===== src/rtl/uart_tx_arbiter.sv =====
// Round-robin owner of the UART TX FIFO write port; a grant is held for a whole message and dropped by a stall watchdog.
// One cycle from request to grant, then one byte per cycle. A full FIFO or uart_en=0 drops req_ready combinationally.
module uart_tx_arbiter #(
  parameter int NUM_REQ    = 4,
  parameter int DATA_WIDTH = 8,
  parameter int TIMEOUT    = 255,
  localparam int IDW       = (NUM_REQ > 1) ? $clog2(NUM_REQ) : 1
) (
  input  logic                          clock,
  input  logic                          reset_n,
  input  logic                          uart_en,
  input  logic [NUM_REQ-1:0]            req_valid,
  input  logic [NUM_REQ*DATA_WIDTH-1:0] req_data,
  input  logic [NUM_REQ-1:0]            req_last,
  output logic [NUM_REQ-1:0]            req_ready,
  input  logic                          tx_fifo_full,
  output logic                          tx_fifo_wr_en,
  output logic [DATA_WIDTH-1:0]         tx_fifo_wr_data,
  output logic [NUM_REQ-1:0]            grant,
  output logic                          busy,
  output logic                          timeout_err,
  output logic [IDW-1:0]                timeout_id
);

  typedef enum logic {ARB_IDLE, ARB_LOCKED} arb_state_e;

  arb_state_e             state_q, state_d;
  logic [NUM_REQ-1:0]     grant_q, grant_d;
  logic [IDW-1:0]         rr_ptr_q, rr_ptr_d;
  logic [7:0]             stall_cnt_q, stall_cnt_d;
  logic                   timeout_err_q, timeout_err_d;
  logic [IDW-1:0]         timeout_id_q, timeout_id_d;

  logic [IDW-1:0]         owner;
  logic [IDW-1:0]         pick_idx;
  logic                   pick_vld;
  logic [DATA_WIDTH-1:0]  owner_data;
  logic                   locked;
  logic                   can_xfer;
  logic                   accept;

  function automatic logic [IDW-1:0] inc_wrap(input logic [IDW-1:0] v);
    if (int'(v) == NUM_REQ - 1) return '0;
    return v + IDW'(1);
  endfunction

  always_comb begin
    owner = '0;
    for (int i = 0; i < NUM_REQ; i++) begin
      if (grant_q[i]) owner = IDW'(i);
    end
  end

  // Upward search from rr_ptr, wrapping, first valid requester wins.
  always_comb begin
    logic [IDW-1:0] idx;
    idx      = rr_ptr_q;
    pick_vld = 1'b0;
    pick_idx = rr_ptr_q;
    for (int k = 0; k < NUM_REQ; k++) begin
      if (!pick_vld && req_valid[idx]) begin
        pick_vld = 1'b1;
        pick_idx = idx;
      end
      idx = inc_wrap(idx);
    end
  end

  assign locked          = (state_q == ARB_LOCKED);
  assign owner_data      = req_data[int'(owner)*DATA_WIDTH +: DATA_WIDTH];
  assign can_xfer        = locked & uart_en & ~tx_fifo_full;
  assign accept          = can_xfer & req_valid[owner];

  assign req_ready       = can_xfer ? grant_q : '0;
  assign tx_fifo_wr_en   = accept;
  assign tx_fifo_wr_data = locked ? owner_data : '0;
  assign grant           = grant_q;
  assign busy            = locked;
  assign timeout_err     = timeout_err_q;
  assign timeout_id      = timeout_id_q;

  always_comb begin
    state_d       = state_q;
    grant_d       = grant_q;
    rr_ptr_d      = rr_ptr_q;
    stall_cnt_d   = stall_cnt_q;
    timeout_err_d = 1'b0;
    timeout_id_d  = timeout_id_q;
    case (state_q)
      ARB_IDLE: begin
        grant_d = '0;
        if (uart_en && pick_vld) begin
          grant_d[pick_idx] = 1'b1;
          stall_cnt_d       = '0;
          state_d           = ARB_LOCKED;
        end
      end
      ARB_LOCKED: begin
        if (accept && req_last[owner]) begin
          state_d     = ARB_IDLE;
          grant_d     = '0;
          rr_ptr_d    = inc_wrap(owner);
          stall_cnt_d = '0;
        end else if (req_valid[owner]) begin
          // A valid byte held back by a full FIFO is not a stall.
          stall_cnt_d = '0;
        end else if (uart_en) begin
          if (stall_cnt_q == 8'(TIMEOUT - 1)) begin
            state_d       = ARB_IDLE;
            grant_d       = '0;
            rr_ptr_d      = inc_wrap(owner);
            stall_cnt_d   = '0;
            timeout_err_d = 1'b1;
            timeout_id_d  = owner;
          end else begin
            stall_cnt_d = stall_cnt_q + 8'd1;
          end
        end
      end
      default: state_d = ARB_IDLE;
    endcase
  end

  always_ff @(posedge clock or negedge reset_n) begin
    if (!reset_n) begin
      state_q       <= ARB_IDLE;
      grant_q       <= '0;
      rr_ptr_q      <= '0;
      stall_cnt_q   <= '0;
      timeout_err_q <= 1'b0;
      timeout_id_q  <= '0;
    end else begin
      state_q       <= state_d;
      grant_q       <= grant_d;
      rr_ptr_q      <= rr_ptr_d;
      stall_cnt_q   <= stall_cnt_d;
      timeout_err_q <= timeout_err_d;
      timeout_id_q  <= timeout_id_d;
    end
  end

endmodule


===== config.mk =====
export PLATFORM = sky130hd
export DESIGN_NAME = uart_tx_arbiter
export DESIGN_NICKNAME = d
export VERILOG_FILES = /design/src/rtl/uart_tx_arbiter.sv
export SDC_FILE = /design/constraint.sdc
export NUM_CORES = 1
export LEC_CHECK = 0
export CAP_MARGIN = 5
export CELL_PAD_IN_SITES_DETAIL_PLACEMENT = 1
export CELL_PAD_IN_SITES_GLOBAL_PLACEMENT = 2
export CORE_MARGIN = 4
export CORE_UTILIZATION = 28
export CTS_CLUSTER_DIAMETER = 50
export DETAILED_ROUTE_END_ITERATION = 16
export PLACE_DENSITY = 0.95
export REMOVE_ABC_BUFFERS = 1
export SYNTH_ARGS = -nofsm -noshare
export SYNTH_HDL_FRONTEND = slang
export SYNTH_SLANG_ARGS = --single-unit

===== constraint.sdc =====
create_clock -name clock -period 5.75 [get_ports clock]
set_input_delay 1.725 -clock clock [delete_from_list [all_inputs] [get_ports clock]]
set_output_delay 1.725 -clock clock [all_outputs]
set_load 0.005 [all_outputs]

==> metrics.cfg <==
[clock_network]
cts_root_buf=clkbuf_8
cts_buffers=3
cts_tree=yes
postCtsSetupBuffers=0
cts_resized=0
clk_pin_slew_ns=0.07
clock_sinks=18
cts.hold.buffers_added=0
clk_path_buf_depth=2
h-tree-depth=1
clk_latency_ns=0.26

[floorplan]
coreArea_um2=6760
ioPinCount=65
die_width_um=91.3
die-area_um2=8340
die_y_um=91.3
num_rows=30
start_util_pct=28.8

[power]
finalPower_mw=0.964
p_leak_nw=1.05
ir_drop_v=0.000142
power_density_nw_per_um2=364

[worst_hold_path]
min_from=stall_cnt_q[5]
holdCritPathClass=flop to flop
whs_path_depth=1
worstHoldEndpoint=stall_cnt_q[5]

[sta]
maxSlewViolCount=0
setup_viol=0
hold_viol_final=0
rsz0062_at_grt=false
tns_ns=0
fin_skew_ns=0.000737
fin_crit_sh_pct=93.2
min_period_ns=5.36
slew_headroom_pct=35.1
max_freq_mhz=187
worst_pin_slew_ns=0.974

[layout]
seq_area_um2=450
fin_area_um2=2650
diodes=0
fillers=829
syn2layout_area_growth_pct=36.4
final_nets=346
layout-drive-gt1-share_pct=9.06
utilization_pct=39.2
multi_input_area_um2=1350

[synthesis]
seq_area_frac_synth_pct=23.2
synthCells=244
synth_cell_type_count=60
yosys_warnings=0
synth_seq_cells=18
synth_area_per_cell_um2=7.96
syn-cell-area_um2=1940
postSynth.asyncResetShare_pct=100
ys_top_cells_by_area=dfrtp_1 (23%), nor2_1 (8.1%), mux2i_1 (6.7%), a21oi_1 (6.4%), mux2_4 (3.1%)
synth_area_leader_cell=dfrtp_1
synth_ff_type=dfrtp_1
synth_edf_count=0
netlist.area_leader.share_pct=23.2

[drt]
drt_pass1_iterations=4
met3_length_um=307
dr_total_vias=2074
routed_via_density=5.49
maxUsedRoutingLayer=met4
drc_errors=0
wl_mm=6.22
wl_per_cell_um=16.4
wl_met2_mm=3.05
wl_met1_mm=2.84
ant_nets=0
dr.first_iter.drc_count=104

[critical_path]
r2r_cells=7
critical_path_class=input port to primary output
rr_endpoint=stall_cnt_q[6]
reg2reg_from=rr_ptr_q[0]
start_kind=input port
r2r_slack_ns=2.13
worst-endpoint-required_ns=4.03
path_max_fanout=13
endpoint_kind=primary output
crit_arrival_ns=3.63

[global_routing]
antenna_found_initial=0
grt_usage_pct=14.8
first_global_vias=2072
overflow=0
grt_first_pass_wirelength_mm=10.3
grt_max_degree=30

[placement]
place_hpwl_mm=4.71
gp_congestion=0.799
placed_area_um2=2590
portBuffers=64

[job]
maxCapViolations=0

[status]
status=complete, no violations

-- where the power goes --
group	internal (mW)	leakage, nW	total [mW]	switching (mW)
sequential	0.146	0.239	0.236	0.0904
combinational	0.323	0.782	0.620	0.297
clock	0.0610	0.0288	0.108	0.0469
-- synthesized netlist by cell type (3+ instances only) --
master / n
ha_1: 3
nand2b_1: 7
a22o_1: 3
o211ai_1: 4
nand2_1: 15
nand3_1: 6
o21ai_0: 11
nor3_1: 3
a21oi_1: 25
nor2_1: 42
buf_6: 3
o21ai_1: 4
a211o_1: 3
dfrtp_1: 18
mux2i_1: 13
mux2_4: 4
inv_1: 6
mux2_2: 3
buf_4: 3
clkbuf_1: 4
o31ai_1: 4
nor4_1: 3
buf_2: 5
a211oi_1: 4
o41ai_1: 4
and2_1: 4
-- stage by stage --
| stage | hold WS, ns | cells | setup slack [ns] |
|---|---|---|---|
| 5_1_grt | 0.541 | 378 | 0.322 |
| 4_1_cts | 0.497 | 378 | 0.403 |
| 3_5_place_dp | 0.481 | 374 | 0.410 |
| 3_3_place_gp | 0.470 | 374 | 0.454 |
| 6_report | 0.494 | 378 | 0.392 |
| 2_1_floorplan | 0.447 | 226 | 1.59 |
-- critical path: stages --
cell	delay, ns
clkdlybuf4s50_1	0.77
mux2i_4	0.19
o21a_2	0.27
nor3_1	0.13
clkdlybuf4s50_1	0.55
-- state kept, by name, indices dropped and copies added, names as in the netlist --
register     count
timeout_id       2
timeout_err      1
busy             1
stall_cnt_q      8
grant            4
rr_ptr_q         2
-- routing by layer --
| layer | vias up | global-route usage [%] |
|---|---|---|
| met5 | - | 0 |
| met4 | 0 | 1.51 |
| met3 | 5 | 3.40 |
| met2 | 45 | 26.6 |
| met1 | 1021 | 18.7 |
| li1 | 1003 | - |
-- how the worst max path moves through the flow --
| stage | from | end | cells past startpoint |
|---|---|---|---|
| global route | req_valid[2] | tx_fifo_wr_en | 5 |
| CTS | req_valid[2] | tx_fifo_wr_en | 5 |
| floorplan | req_valid[0] | tx_fifo_wr_en | 4 |
| global placement | req_valid[2] | tx_fifo_wr_en | 5 |
| finish | req_valid[2] | tx_fifo_wr_en | 5 |
| detailed placement | req_valid[2] | tx_fifo_wr_en | 5 |
-- cells by family (layout without fill, tap and decap cells) --
group,Yosys count,count (layout),synth area share [%]
simple gates,97,97,25.2
compound gates,77,77,27.1
buf+inv,25,79,7.47
mux,22,22,13.8
flops,18,18,23.2
fa+ha+maj,3,3,1.93
xor+xnor,2,2,1.29
-- placed cells by master, fill, tap and decap left out, types with 6 or more instances in the layout --
| cell type | Yosys | final |
|---|---|---|
| o21ai_0 | 11 | 11 |
| nand2_1 | 15 | 15 |
| nand2b_1 | 7 | 7 |
| nor2_1 | 42 | 42 |
| nand3_1 | 6 | 6 |
| clkdlybuf4s50_1 | 0 | 64 |
| a21oi_1 | 25 | 25 |
| dfrtp_1 | 18 | 18 |
| inv_1 | 6 | 6 |
| mux2i_1 | 13 | 13 |
-- area by class of cell --
type                       count  area share (%)
inverter                       7           0.992
sequential                    18            17.0
multi-input combinational    201            50.8
tap                           80            3.78
timing repair buffer          68            25.3
clock buffer                   4            2.08
Note: power is estimated with default switching activity, not from simulation.
